## src/rtl/abr_prim_reg_slice.sv

```systemverilog
// abr_prim_reg_slice
//
// Fully registered valid/ready pipeline slice with a one-entry skid buffer.
// It cuts the forward (valid/data) and backward (ready) combinational paths
// between two streaming stages and still sustains one transfer per cycle.
//
// Ports:
//   clk_i        clock, all state updates on the rising edge
//   rst_i        synchronous active-high reset
//   clear_i      synchronous flush, empties the slice (data registers hold)
//   in_valid_i   upstream data valid
//   in_ready_o   slice can accept (registered)
//   in_data_i    upstream payload
//   out_valid_o  main register holds valid data (registered)
//   out_ready_i  downstream accepts
//   out_data_o   main register payload
//   count_o      occupancy 0..2
module abr_prim_reg_slice #(
    parameter int unsigned           Width      = 32,
    parameter logic [Width-1:0]      ResetValue = '0,
    parameter bit                    EnSecBuf   = 1'b0
) (
    input  logic             clk_i,
    input  logic             rst_i,
    input  logic             clear_i,
    input  logic             in_valid_i,
    output logic             in_ready_o,
    input  logic [Width-1:0] in_data_i,
    output logic             out_valid_o,
    input  logic             out_ready_i,
    output logic [Width-1:0] out_data_o,
    output logic [1:0]       count_o
);

    // State encoding is {skid_valid, main_valid}; 2'b10 is unreachable.
    typedef enum logic [1:0] {
        EMPTY = 2'b00,
        ONE   = 2'b01,
        FULL  = 2'b11
    } state_e;

    state_e             state_q, state_d;
    logic               in_ready_q, in_ready_d;
    logic [Width-1:0]   main_data_q, main_data_d;
    logic [Width-1:0]   skid_data_q, skid_data_d;

    logic               in_xfer, out_xfer;
    logic               main_en_raw, skid_en_raw;
    logic               main_en, skid_en;
    logic               main_from_skid;

    // in_ready_q is a flop, so the input handshake never sees out_ready_i
    // combinationally.
    assign in_xfer  = in_valid_i && in_ready_q;
    assign out_xfer = state_q[0] && out_ready_i;

    // Next state and data-register enables.
    always_comb begin
        state_d        = state_q;
        main_en_raw    = 1'b0;
        skid_en_raw    = 1'b0;
        main_from_skid = 1'b0;
        unique case (state_q)
            EMPTY: begin
                if (in_xfer) begin
                    main_en_raw = 1'b1;
                    state_d     = ONE;
                end
            end
            ONE: begin
                if (in_xfer && out_xfer) begin
                    // Simultaneous push/pop keeps full throughput.
                    main_en_raw = 1'b1;
                end else if (out_xfer) begin
                    state_d = EMPTY;
                end else if (in_xfer) begin
                    // Downstream stalled: park the new beat in the skid entry.
                    skid_en_raw = 1'b1;
                    state_d     = FULL;
                end
            end
            FULL: begin
                if (out_xfer) begin
                    main_en_raw    = 1'b1;
                    main_from_skid = 1'b1;
                    state_d        = ONE;
                end
            end
            default: state_d = EMPTY;
        endcase
        // Flush drops both entries; any input beat this cycle is lost and the
        // data registers keep whatever they held.
        if (clear_i) begin
            state_d     = EMPTY;
            main_en_raw = 1'b0;
            skid_en_raw = 1'b0;
        end
    end

    // Capture-enable anchoring point. Both variants are functionally a wire;
    // EnSecBuf marks where a hardening buffer is placed on the enables.
    if (EnSecBuf) begin : g_sec_buf
        logic [1:0] en_buf;
        assign en_buf  = {skid_en_raw, main_en_raw};
        assign main_en = en_buf[0];
        assign skid_en = en_buf[1];
    end else begin : g_no_sec_buf
        assign main_en = main_en_raw;
        assign skid_en = skid_en_raw;
    end

    always_comb begin
        main_data_d = main_data_q;
        skid_data_d = skid_data_q;
        if (main_en) main_data_d = main_from_skid ? skid_data_q : in_data_i;
        if (skid_en) skid_data_d = in_data_i;
        // Ready is computed from the next skid-valid so it is registered.
        in_ready_d = !state_d[1];
    end

    always_ff @(posedge clk_i) begin
        if (rst_i) begin
            state_q     <= EMPTY;
            in_ready_q  <= 1'b1;
            main_data_q <= ResetValue;
            skid_data_q <= ResetValue;
        end else begin
            state_q     <= state_d;
            in_ready_q  <= in_ready_d;
            main_data_q <= main_data_d;
            skid_data_q <= skid_data_d;
        end
    end

    assign in_ready_o  = in_ready_q;
    assign out_valid_o = state_q[0];
    assign out_data_o  = main_data_q;
    assign count_o     = state_q[1] ? 2'd2 : (state_q[0] ? 2'd1 : 2'd0);

`ifndef SYNTHESIS
    property p_no_illegal_state;
        @(posedge clk_i) disable iff (rst_i) state_q != 2'b10;
    endproperty
    property p_out_stable;
        @(posedge clk_i) disable iff (rst_i)
            (out_valid_o && !out_ready_i) |=> $stable(out_data_o);
    endproperty
    property p_count_range;
        @(posedge clk_i) disable iff (rst_i) count_o != 2'd3;
    endproperty
    a_no_illegal_state: assert property (p_no_illegal_state);
    a_out_stable:       assert property (p_out_stable);
    a_count_range:      assert property (p_count_range);
`endif

endmodule

```

## config.mk

```make
export PLATFORM = sky130hd
export DESIGN_NAME = abr_prim_reg_slice
export DESIGN_NICKNAME = d
export VERILOG_FILES = /design/src/rtl/abr_prim_reg_slice.sv
export SDC_FILE = /design/constraint.sdc
export NUM_CORES = 1
export LEC_CHECK = 0
export CAP_MARGIN = 10
export CORE_UTILIZATION = 43
export DETAILED_ROUTE_END_ITERATION = 8
export PLACE_DENSITY_LB_ADDON = 0.1
export REMOVE_ABC_BUFFERS = 1
export SYNTH_ARGS = -nofsm -noshare
export SYNTH_HDL_FRONTEND = slang
export SYNTH_SLANG_ARGS = --single-unit
```

## constraint.sdc

```tcl
create_clock -name clk_i -period 1.46 [get_ports clk_i]
set_input_delay 0.365 -clock clk_i [delete_from_list [all_inputs] [get_ports clk_i]]
set_output_delay 0.365 -clock clk_i [all_outputs]
set_load 0.05 [all_outputs]
```

==> flow_metrics.py, run 1 <==
metrics = {
    "run_status": {
        "status": "finished with violations",
        "violations": "negative setup slack",
    },
    "job": {
        "cap_viol_max_count": 0,
    },
    "grt": {
        "antenna_found_initial": 0,
        "grtUsageTotal_pct": 24.6,
        "grt_max_degree": 34,
        "grt_pass1_vias": 2830,
        "gr-total-overflow": 0,
        "grt_pass1_wl_mm": 14.5,
    },
    "worst_setup_path": {
        "crit_fanout": 5,
        "worstSetupEndpointType": "output pin",
        "cp-start-kind": "flip-flop",
        "worstPathCellList": "buf_6 -> nor2b_4 -> buf_12",
        "critical_path_arrival_ns": 1.10,
        "required_ns": 1.10,
        "crit_type": "reg2out",
        "cpMaxStageDelayCell": "dfxtp_4",
        "max_stage_delay_ns": 0.38,
    },
    "final_layout": {
        "mostFrequentLayoutCell": "dfxtp_1",
        "fillCellCount": 542,
        "layout.nets": 431,
        "seq_area_sq_um": 1350,
        "areaGrowthSynthToFinish_pct": 51.4,
        "layout_common_cells": "dfxtp_1, buf_12, a21oi_1",
        "multi_input_area_sq_um": 1620,
        "antenna_cells": 0,
        "fin_cells": 495,
        "layout-drive-gt1-share_pct": 32.1,
    },
    "sta": {
        "timing.final.crit_share_pct": 101,
        "fin_worst_skew_ns": 0.00362,
        "worst_pin_slew_ns": 0.387,
        "setup_ws_ns": -0.00816,
        "hold_viol_final": 0,
        "setup_viol_count_final": 1,
        "relSlewSlack_pct": 74.2,
        "fmax_mhz": 681,
        "drv_slew": 0,
        "hold_ws_ns": 0.376,
        "rsz0062_at_grt": "yes",
        "final.min_clock_period_ns": 1.47,
    },
    "yosys": {
        "ys_types": 26,
        "synth_mux_area_share_pct": 10.2,
        "synth-compound-area-share_pct": 31.8,
        "synth_area_leader_cell": "dfxtp_1",
        "synth_top_family_by_area": "compound AO/OA/AOI/OAI gates",
        "yosys.area_share.simple_pct": 8.38,
        "ys_seq_elements": 67,
        "synthAdderAreaFrac_pct": 0,
        "yosys-top-cells-area": "dfxtp_1, a211oi_2, mux2i_1, a41oi_1, a21oi_1",
        "synth_top_area_share_pct": 42.6,
        "yosysSeqAreaShare_pct": 42.6,
        "synthCells": 318,
        "synth_xor_area_share_pct": 0,
        "syn_avg_cell_area_sq_um": 9.91,
        "syn-cell-area_sq_um": 3150,
        "yosys_warnings": 0,
    },
    "clock_tree": {
        "cts_buffer_depth": 2,
        "cts_tree": "built",
        "cts_buffers": 9,
        "cts_sinks": 67,
        "cts_root_buffer": "clkbuf_8",
        "hold_buffers": 0,
        "clk-insertion-delay-late_ns": 0.34,
        "clkTransAtPathRegs_ns": 0.07,
        "htreeDepth": 3,
    },
    "min_path": {
        "hold_class": "in2reg",
    },
    "place": {
        "placed_cells": 473,
        "place.gp.congestion": 0.772,
        "hpwl_mm": 5.69,
        "io_buffers": 72,
    },
    "route": {
        "via_per_inst": 5.98,
        "first_pass_iters": 5,
        "wl_per_cell_um": 19.1,
        "postRouteAntennaNets": 0,
        "drt-initial-drc-count": 199,
        "drc": 0,
        "vias": 2960,
        "wl_mm": 9.43,
    },
    "pwr": {
        "vdd_ir_drop_max_uv": 537,
        "powerDensity_nw_per_um2": 932,
        "p_leak_uw": 0.00187,
    },
    "floorplanning": {
        "io_pins": 73,
        "dieArea_sq_um": 7680,
        "die_x_um": 87.6,
        "coreArea_sq_um": 6940,
        "chipHeight_um": 87.6,
        "start_util_pct": 45.4,
        "rows": 30,
    },
}
[repair_timing]
item	CTS	global route
pin swaps	0	4
resized for setup	7	10
endpoints found under the setup margin	66	39
buffers inserted	0	2
cloned	0	4
[state kept, by name (all words and copies together), names as in the netlist]
| register | cells |
|---|---|
| state_q | 2 |
| skid_data_q | 32 |
| in_ready_o | 1 |
| out_data_o | 32 |
[critical path: cells and delay by family (launching register included)]
kind / cells / cell delay [ns]
flops: 1 / 0.38
buf+inv: 2 / 0.24
simple gates: 1 / 0.15
[final cells by class]
| class | count | area share (%) |
|---|---|---|
| Tap cell | 96 | 2.52 |
| Multi-Input combinational cell | 208 | 33.8 |
| Clock inverter | 4 | 0.524 |
| Sequential cell | 67 | 28.2 |
| Timing Repair Buffer | 107 | 31.6 |
| Inverter | 1 | 0.0787 |
| Clock buffer | 12 | 3.25 |
[Yosys cell counts]
cell / instances
a211oi_1: 2
a211oi_2: 30
a21o_1: 1
a21oi_1: 33
a41oi_1: 32
and2_1: 1
and3b_1: 1
and4_4: 1
buf_1: 1
buf_2: 24
buf_6: 4
clkbuf_1: 12
clkbuf_2: 1
dfxtp_1: 67
inv_2: 1
mux2i_1: 32
nand2_1: 1
nand2b_1: 3
nand3_1: 32
nand3_2: 1
nand3b_1: 1
nor2b_1: 1
nor3_1: 2
nor3b_2: 1
o21ai_1: 32
or3b_1: 1
[per-stage QoR]
stage	setup WS (ns)	util [%]	power (uW)	TNS (ns)	instance area (sq um)
3_5_place_dp	-0.446	63.8	3030	-27.58	4430
4_1_cts	-0.0343	66.6	4430	-0.0343	4620
5_1_grt	-0.0569	68.7	4620	-0.0578	4770
6_report	-0.00816	68.7	4450	-0.00816	4770
3_3_place_gp	-0.415	63.8	3010	-25.80	4430
2_1_floorplan	-0.852	-	2450	-50.31	2930
[final timing paths]
path / from / to / slack, ns / cells after the start
max reg2reg: state_q[0]$_SDFFE_PP0P_ / skid_data_q[21]$_SDFFE_PP0P_ / 0.04 / 5
min: rst_i / in_ready_o$_SDFF_PP1_ / 0.38 / 3
min reg2reg: skid_data_q[15]$_SDFFE_PP0P_ / skid_data_q[15]$_SDFFE_PP0P_ / 0.47 / 2
max: state_q[0]$_SDFFE_PP0P_ / count_o[0] / -0.008 / 3
[routing by layer]
| layer | vias up | GRT usage, % | routed length [um] |
|---|---|---|---|
| met1 | 1439 | 32.8 | 4150 |
| met2 | 134 | 40.9 | 4590 |
| met3 | 14 | 4.52 | 572 |
| met5 | - | 0 | 0 |
| met4 | 0 | 7.15 | 116 |
| li1 | 1373 | - | - |
[power by group]
group	total (uW)	internal, uW	switching, uW
Clock	1420	704	716
Sequential	1980	1900	82.5
Combinational	1050	509	538
Total	4450	3110	1340
[cells by family (layout without fill, tap and decap cells)]
kind of cell    after synthesis  after routing
mux                          32             32
simple gates                 46             46
flops                        67             67
compound gates              130            130
buf+inv                      43            124
Power figures use the tool's default switching activity.
==> run 2: changes to the inputs <==
Settings changed: GPL_TIMING_DRIVEN from default to 0.
==> flow_metrics.py, run 2 (same netlist as run 1, synthesis figures left out) <==
metrics = {
    "run_status": {
        "status": "finished with violations",
        "violations": "negative setup slack",
    },
    "grt": {
        "grtUsageTotal_pct": 28.1,
        "grt_pass1_wl_mm": 15.9,
        "antenna_found_initial": 0,
        "gr-total-overflow": 0,
        "grt_pass1_vias": 2898,
        "grt_max_degree": 67,
    },
    "clock_tree": {
        "cts_buffers": 9,
        "cts_root_buffer": "clkbuf_8",
        "cts_buffer_depth": 2,
        "cts_tree": "built",
        "clk-insertion-delay-late_ns": 0.35,
        "cts_sinks": 67,
        "htreeDepth": 3,
        "clkTransAtPathRegs_ns": 0.08,
    },
    "worst_setup_path": {
        "worstPathCellList": "buf_12 -> nand3_4 -> mux2i_1 -> a211oi_1",
        "cpLargestDelayFamily": "flip-flops",
        "cp-start-kind": "flip-flop",
        "cpMaxStageDelayCell": "dfxtp_4",
        "worstSetupEndpointType": "flip-flop",
        "worst-path-buf-inv": 1,
        "required_ns": 1.71,
        "max_stage_delay_ns": 0.39,
        "crit_fanout": 16,
        "critical_path_arrival_ns": 1.72,
        "crit_type": "reg2reg",
    },
    "final_layout": {
        "antenna_cells": 0,
        "multi_input_area_sq_um": 1740,
        "layout.nets": 430,
        "layout-drive-gt1-share_pct": 33.2,
        "fillCellCount": 571,
        "seq_area_sq_um": 1350,
        "layout_common_cells": "dfxtp_1, a21oi_1",
        "areaGrowthSynthToFinish_pct": 39.8,
        "mostFrequentLayoutCell": "dfxtp_1",
    },
    "sta": {
        "setup_viol_count_final": 1,
        "fin_worst_skew_ns": 0.00811,
        "hold_viol_final": 0,
        "relSlewSlack_pct": 40.6,
        "timing.final.crit_share_pct": 100,
        "final.min_clock_period_ns": 1.46,
        "drv_slew": 0,
        "rsz0062_at_grt": "yes",
        "hold_ws_ns": 0.457,
        "worst_pin_slew_ns": 0.892,
        "setup_ws_ns": -0.00203,
        "fmax_mhz": 684,
    },
    "route": {
        "via_per_inst": 6.27,
        "drt-initial-drc-count": 283,
        "postRouteAntennaNets": 0,
        "wl_per_cell_um": 21.2,
        "first_pass_iters": 6,
        "wl_mm": 10.5,
        "drc": 0,
        "vias": 3095,
    },
    "pwr": {
        "powerDensity_nw_per_um2": 964,
        "vdd_ir_drop_max_uv": 554,
        "p_leak_uw": 0.00169,
    },
    "min_path": {
        "hold_class": "in2reg",
    },
    "floorplanning": {
        "die_x_um": 87.6,
        "chipHeight_um": 87.6,
        "rows": 30,
        "start_util_pct": 45.4,
        "io_pins": 73,
        "dieArea_sq_um": 7680,
        "coreArea_sq_um": 6940,
    },
    "job": {
        "cap_viol_max_count": 0,
    },
    "place": {
        "place.gp.congestion": 0.748,
        "hpwl_mm": 4.47,
        "pre_cts_ws_ns": -1.56,
        "io_buffers": 72,
    },
}
==> run 2: power breakdown <==
group | leakage (uW) | internal (uW) | switching [uW]
logic | 0.00106 | 365 | 564
clock network | 0.0000770 | 605 | 775
registers | 0.000547 | 1890 | 41.6
total | 0.00169 | 2870 | 1380
==> run 2: worst register-to-register path, delay by kind of cell, from the launching register on <==
kind / cells / cell delay [ns]
compound gates: 1 / 0.30
mux: 1 / 0.23
simple gates: 1 / 0.31
buf+inv: 1 / 0.14
flops: 1 / 0.39
==> run 2: timing repair <==
item                       CTS  global route
setup buffers               17             5
pin swaps                    5             1
setup endpoints to repair  103            60
cloned                       8             1
gates resized for setup    150            34
hold buffers                 0             0
==> run 2: area by class of cell <==
class,count,share of cell area (%)
multi-input combinational,216,39.4
sequential,67,30.6
timing repair buffer,97,22.5
clock buffer,9,2.81
tap,96,2.73
clock inverter,7,1.02
inverter,1,0.681
timing repair inverter,1,0.199
==> run 2: per-stage QoR <==
stage,TNS (ns),power (uW),utilization [%],instance area [sq um],cells
final,-0.00203,4250,63.5,4410,494
after CTS,0,4230,63.7,4420,488
after floorplan,-50.31,2450,-,2930,276
after global routing,-0.0353,4390,63.5,4410,494
after global placement,-125.46,2790,54.3,3770,444
after detailed placement,-81.21,2820,55.7,3860,447
==> run 2: routing by layer <==
metal	share of wire, %	vias up	GRT usage, %
li1	-	1395	-
met4	2.2	0	11.2
met3	8.1	23	4.81
met5	0	-	0
met2	46	160	45.0
met1	44	1517	37.7
==> run 2: worst paths after layout <==
kind                                startpoint                      endpoint  slack [ns]  cells past startpoint
setup / recovery       state_q[0]$_SDFFE_PP0P_    out_data_o[2]$_SDFFE_PP0P_      -0.002                      4
hold / removal                         clear_i       state_q[0]$_SDFFE_PP0P_        0.46                      2
setup reg to reg       state_q[0]$_SDFFE_PP0P_    out_data_o[2]$_SDFFE_PP0P_      -0.002                      4
hold reg to reg   skid_data_q[24]$_SDFFE_PP0P_  skid_data_q[24]$_SDFFE_PP0P_        0.48                      2
